--- src/rtl/hmmm_boot_mem.sv ---
// hmmm_boot_mem: 256 x 15-bit unified HMMM memory with a byte-stream boot loader
// that holds the core in reset until the image is loaded.
`default_nettype none

module hmmm_boot_mem #(
  parameter int DEPTH          = 256,
  parameter int RELEASE_CYCLES = 2
) (
  input  logic                     clk,
  input  logic                     reset,
  input  logic                     ld_valid,
  output logic                     ld_ready,
  input  logic [7:0]               ld_data,
  input  logic                     ld_last,
  output logic                     cpu_reset,
  input  logic [$clog2(DEPTH)-1:0] cpu_adr,
  input  logic                     cpu_memwrite,
  input  logic [7:0]               cpu_wdata,
  output logic [14:0]              cpu_rdata,
  output logic                     done,
  output logic                     load_err,
  output logic [$clog2(DEPTH):0]   ld_count
);

  localparam int AW = $clog2(DEPTH);
  localparam int RW = $clog2(RELEASE_CYCLES + 1);

  typedef enum logic [1:0] {
    LOAD_HI = 2'd0,
    LOAD_LO = 2'd1,
    RELEASE = 2'd2,
    RUN     = 2'd3
  } state_e;

  state_e          state_q, state_d;
  logic [6:0]      hi_q, hi_d;
  logic [AW-1:0]   ptr_q, ptr_d;
  logic [AW:0]     cnt_q, cnt_d;
  logic            err_q, err_d;
  logic [RW-1:0]   rel_q, rel_d;

  logic            mem_we;
  logic [AW-1:0]   mem_waddr;
  logic [14:0]     mem_wdata;
  logic [14:0]     mem [DEPTH];

  always_comb begin
    state_d   = state_q;
    hi_d      = hi_q;
    ptr_d     = ptr_q;
    cnt_d     = cnt_q;
    err_d     = err_q;
    rel_d     = rel_q;
    mem_we    = 1'b0;
    mem_waddr = ptr_q;
    mem_wdata = {hi_q, ld_data};
    case (state_q)
      LOAD_HI: begin
        if (ld_valid) begin
          // A final marker on a high byte leaves half a word: drop it and flag.
          if (ld_last) begin
            err_d   = 1'b1;
            state_d = RELEASE;
          end else begin
            hi_d    = ld_data[6:0];
            state_d = LOAD_LO;
          end
        end
      end
      LOAD_LO: begin
        if (ld_valid) begin
          mem_we = 1'b1;
          ptr_d  = ptr_q + 1'b1;
          cnt_d  = cnt_q + 1'b1;
          if (ld_last) begin
            state_d = RELEASE;
          end else if (ptr_q == AW'(DEPTH - 1)) begin
            err_d   = 1'b1;
            state_d = RELEASE;
          end else begin
            state_d = LOAD_HI;
          end
        end
      end
      RELEASE: begin
        if (rel_q == RW'(RELEASE_CYCLES - 1)) begin
          state_d = RUN;
        end else begin
          rel_d = rel_q + 1'b1;
        end
      end
      RUN: begin
        if (cpu_memwrite) begin
          mem_we    = 1'b1;
          mem_waddr = cpu_adr;
          mem_wdata = {7'b0, cpu_wdata};
        end
      end
      default: state_d = LOAD_HI;
    endcase
  end

  always_ff @(posedge clk) begin
    if (reset) begin
      state_q <= LOAD_HI;
      hi_q    <= '0;
      ptr_q   <= '0;
      cnt_q   <= '0;
      err_q   <= 1'b0;
      rel_q   <= '0;
    end else begin
      state_q <= state_d;
      hi_q    <= hi_d;
      ptr_q   <= ptr_d;
      cnt_q   <= cnt_d;
      err_q   <= err_d;
      rel_q   <= rel_d;
    end
  end

  // Contents survive reset; only the write itself is suppressed during it.
  always_ff @(posedge clk) begin
    if (mem_we && !reset) begin
      mem[mem_waddr] <= mem_wdata;
    end
  end

  assign ld_ready  = (state_q == LOAD_HI) || (state_q == LOAD_LO);
  assign cpu_reset = (state_q != RUN);
  assign done      = (state_q == RUN);
  assign load_err  = err_q;
  assign ld_count  = cnt_q;
  assign cpu_rdata = (state_q == RUN) ? mem[cpu_adr] : 15'h0;

endmodule

`default_nettype wire
--- config.mk ---
export PLATFORM = sky130hd
export DESIGN_NAME = hmmm_boot_mem
export DESIGN_NICKNAME = d
export VERILOG_FILES = /design/src/rtl/hmmm_boot_mem.sv
export SDC_FILE = /design/constraint.sdc
export NUM_CORES = 2
export LEC_CHECK = 0
export CAP_MARGIN = 10
export CORE_MARGIN = 5
export CORE_UTILIZATION = 55
export CTS_BUF_LIST = sky130_fd_sc_hd__clkbuf_4 sky130_fd_sc_hd__clkbuf_8
export DETAILED_ROUTE_END_ITERATION = 16
export PLACE_DENSITY = 0.71
export SYNTH_ARGS = -nofsm -noshare
export SYNTH_HDL_FRONTEND = slang
export SYNTH_SLANG_ARGS = --single-unit
export TNS_END_PERCENT = 30
--- constraint.sdc ---
create_clock -name clk -period 15.26 [get_ports clk]
set_input_delay 3.815 -clock clk [delete_from_list [all_inputs] [get_ports clk]]
set_output_delay 3.815 -clock clk [all_outputs]
set_load 0.005 [all_outputs]
# == After elaboration in Yosys (flattened, before gate mapping) ==
# Memory sizes are Yosys's and may differ from the RTL's.
# Cells that the tools add are included.
# totals
ff_bits,29
ram_bits,3840
inputBits,29
wordCells,58
n_memories,1
# op_classes
add_sub_neg,3
eq_ne,12
n_mux,23
bitwise_logic,2
reduce_logical,11
# memory_table
memory,depth,width,rd,rd_ports_with_merged_regs,wr,line,rtl
mem,256,15,1,0,1,45,logic [14:0] mem [DEPTH];
# op_table
cell,count
$mux W15,3
$mux W8,2
$ne A2 B2 Y1 const B,7
$mux W2,6
$add A9 B1 Y9 const B,1
$mux W1,9
$add A8 B1 Y8 const B,1
$eq A8 B8 Y1 const B,1
$pmux W2 S3,1
$reduce_and A6 Y1,1
$eq A2 B1 Y1 const B,2
$eq A2 B2 Y1 const B,2
$pmux W1 S2,2
$reduce_and A2 Y1,2
$reduce_and A4 Y1,1
$reduce_and A3 Y1,1
$reduce_bool A3 Y1,1
$add A2 B1 Y2 const B,1
$logic_not A2 Y1,1
$not A1 Y1,2
$reduce_bool A2 Y1,1
$logic_and A1 B1 Y1,1
$logic_not A1 Y1,1
$logic_or A1 B1 Y1,1

# == Depth between registers and ports, before layout ==
# logic_depth
ltp_word,5
depth_mapped,12
depth_no_buf,7

# == Worst setup path after synthesis ==
# OpenSTA, ideal clock, no wires.
# synth_path
kind,input to output
startpoint,in cpu_adr[0]
endpoint,out cpu_rdata[1]
arrival_ns,5.811
setup_slack_ns,5.634
stages,8
path_cell_list,buf_6 > buf_12 > buf_6 > buf_2 > mux4_2 > mux4_2 > o2111ai_1 > o22ai_1
# synth_between
elab_chain_cells,2
# synth_lines
item,line,rtl
"start, declared",16,"input logic [$clog2(DEPTH)-1:0] cpu_adr,"
$mem_v2 Z256 W15,-,
$mux W15,133,assign cpu_rdata = (state_q == RUN) ? mem[cpu_adr] : 15'h0;
"end, declared",19,"output logic [14:0] cpu_rdata,"
# Every way passes these cells.

# == Final worst setup path ==
# layout_path
startpoint,in cpu_adr[2]
endpoint,out cpu_rdata[2]
# The elaborated chain is that of the path after synthesis.

==> results.json <==
{
  "status": "completed",
  "crit_top_cell": "a21oi_1",
  "synthTopCellsByCount": "3840 x edfxtp_1, 787 x mux4_2, 471 x mux2i_1, 352 x nor2_1, 174 x clkbuf_1",
  "place_inst": 10600,
  "rsz0062_at_grt": "no",
  "clk_pin_slew_ps": 60,
  "synthCells": 7017,
  "crit_buf_inv": 3,
  "htree_num_levels": 6,
  "final.min_clock_period_ps": 12960,
  "drc": 0,
  "crit_type": "input port to output pin",
  "fmax_mhz": 77.2,
  "yosysMostFrequentCell": "edfxtp_1",
  "cts_sinks": 3869,
  "grt_overflow": 0,
  "synth_area_leaders": "edfxtp_1 77%, mux4_2 12%, mux2i_1 3.1%",
  "crit_slowest_cell": "nor2b_4",
  "synth-main-ff-cell": "edfxtp_1",
  "fp.dieW_um": 532,
  "synthAdderAreaFrac_pct": 0.0585,
  "setup_tns_ps": 0,
  "clock_skew_ps": 63.3,
  "nets": 7682,
  "synth_cell_types": 64,
  "syn_avg_cell_area_sq_um": 21.3,
  "cts_tree": "done",
  "yosys_warnings": 0,
  "slew_headroom_pct": 13.8,
  "fin_cells": 11700,
  "postCtsResizedCells": 0,
  "synth-seq-cells": 3869,
  "drtIter0Drc": 10900,
  "clk_path_buf_depth": 4,
  "vias": 76800,
  "hold_viol": 0,
  "leakagePower_uw": 0.0537,
  "maxSlewViolCount": 0,
  "synth.area.mux_share_pct": 15.2,
  "worstMarginPinSlew_ps": 1290,
  "syn_nets": 7053,
  "place.gp.congestion": 0.887,
  "min_path_type": "flip-flop to flip-flop",
  "numCtsBuffers": 604,
  "drt-total-wl_um": 388000,
  "synth_simple_gate_area_share_pct": 2.08,
  "syn_area_sq_um": 150000,
  "fin_util_pct": 61.7,
  "synth_compound_area_share_pct": 3.47,
  "dr.pass1.iters": 6,
  "synth_edf_count": 3840,
  "avgViaCountPerCell": 6.58,
  "antenna_found_initial": 21,
  "yosysTopAreaCell": "edfxtp_1",
  "peakVddDrop_uv": 86.1,
  "synthXorXnorAreaFrac_pct": 0.0702,
  "fin_crit_sh_pct": 84.9,
  "synth_top_area_share_pct": 77.0,
  "critical_path_required_ps": 11440,
  "grt_usage_pct": 27.1,
  "crit_family": "simple AND/OR/NAND/NOR gates",
  "ioPinCount": 57,
  "endpoint_kind": "output pin",
  "initial_core_util_pct": 55.2,
  "clock_latency_ps": 1190,
  "die_h_um": 532,
  "whs_ps": 475,
  "crit_chain": "buf_6 -> nor2b_4 -> buf_4 -> a22oi_1 -> a21oi_1 -> a21oi_1 -> or4b_1 -> o22ai_1 -> clkdlybuf4s50_1",
  "async_flop_share_pct": 0,
  "route.antenna.remaining_nets": 0,
  "synth_top_family_by_area": "multiplexers",
  "crit_fanout": 37,
  "ctsRootBufferMaster": "clkbuf_8",
  "setup_violations": 0,
  "postCtsSetupRepairBufs": 0,
  "post_drt_wl_per_cell_um": 33.2,
  "worstPathArrival_ps": 9150,
  "synthToLayoutAreaGrowth_pct": 11.6,
  "dp_hpwl_um": 227000,
  "grt_pass1_wl_um": 554000,
  "ctsHoldBuffers": 0,
  "die-area_sq_um": 283000,
  "coreArea_sq_um": 271000,
  "grt_pass1_vias": 76500,
  "numPortBuffers": 56,
  "grt_max_degree": 169,
  "startpoint_type": "input port",
  "rows": 191,
  "power.density_nw_per_um2": 128,
  "drive_gt1_share_pct": 26.8,
  "critPathMaxStageDelay_ps": 1140,
  "max_cap_viol_count": 0,
  "ys_seq_area_share_pct": 77.4
}
[placed cells by master (no fill, tap or decap), types with 29 or more instances in the layout]
| cell | count |
|---|---|
| a21oi_1 | 109 |
| clkbuf_4 | 203 |
| mux2i_1 | 471 |
| dfxtp_1 | 29 |
| o21ai_0 | 60 |
| nor2_2 | 30 |
| clkbuf_8 | 611 |
| a22o_1 | 38 |
| nor2_1 | 321 |
| o221ai_1 | 155 |
| a211oi_1 | 63 |
| nand3_1 | 38 |
| a22oi_1 | 30 |
| clkinv_1 | 134 |
| o22ai_1 | 155 |
| clkdlybuf4s50_1 | 51 |
| nand2_1 | 120 |
| edfxtp_1 | 3840 |
| clkinv_2 | 41 |
| buf_4 | 355 |
| nor3_1 | 58 |
| mux4_2 | 787 |
[metrics by stage]
| step | cell area (sq um) | worst slack (ps) | power (uW) |
|---|---|---|---|
| after global placement | 155000 | 2250 | 13100 |
| after floorplan | 150000 | 5630 | 12800 |
| after detailed placement | 155000 | 2420 | 13200 |
| final | 167000 | 2300 | 21400 |
| after CTS | 167000 | 2430 | 21400 |
| after global routing | 167000 | 2340 | 22000 |
[cell type report]
cell class | count | area, sq um
flip-flops and latches | 3869 | 116000
fillers | 18200 | 104000
multi-input cells | 2728 | 31400
clock buffers | 814 | 9930
well taps | 3570 | 4470
repair buffers | 435 | 3690
clock inverters | 240 | 1610
inverters | 8 | 42.5
diodes | 12 | 30.0
[power by group]
part	switching (uW)	internal [uW]
registers	6.11	11800
clock network	4050	4350
logic	793	356
total	4850	16500
[registers in the layout, indices dropped and copies added (netlist names)]
register and flops:
ld_count 9, state_q 2, load_err 1, ptr_q 8, rel_q 2, hi_q 7, mem 3840
[tightest hold or removal path, stage by stage, from the launching register on]
cell and delay (ps):
dfxtp_1 330, a21oi_1 40, nor2_1 70
[worst paths after layout]
path,startpoint,end,slack [ps],depth (start not counted)
worst max-delay path,cpu_adr[2],cpu_rdata[2],2300,9
worst min-delay path,load_err,load_err,470,2
worst max register to register,state_q[0],mem[25][6],10310,7
worst min register to register,load_err,load_err,470,2
[per-layer routing]
layer	GRT usage, %	wire, um	vias to the layer above
met2	42.2	185000	4870
met5	0	50	-
met3	6.44	43900	765
met1	37.9	143000	40200
li1	-	-	31000
met4	10.3	16100	8
[cells by family (layout without fill, tap and decap cells)]
| kind of cell | after synthesis | in the layout |
|---|---|---|
| AO/OA/AOI/OAI | 729 | 729 |
| XOR/XNOR | 12 | 12 |
| adder cells (fa/ha/maj) | 7 | 7 |
| buffers and inverters | 420 | 1497 |
| flip-flops | 3869 | 3869 |
| multiplexers | 1278 | 1278 |
| other | 0 | 12 |
| AND/OR/NAND/NOR | 702 | 702 |
No activity file was read; power rests on OpenSTA's default activity.
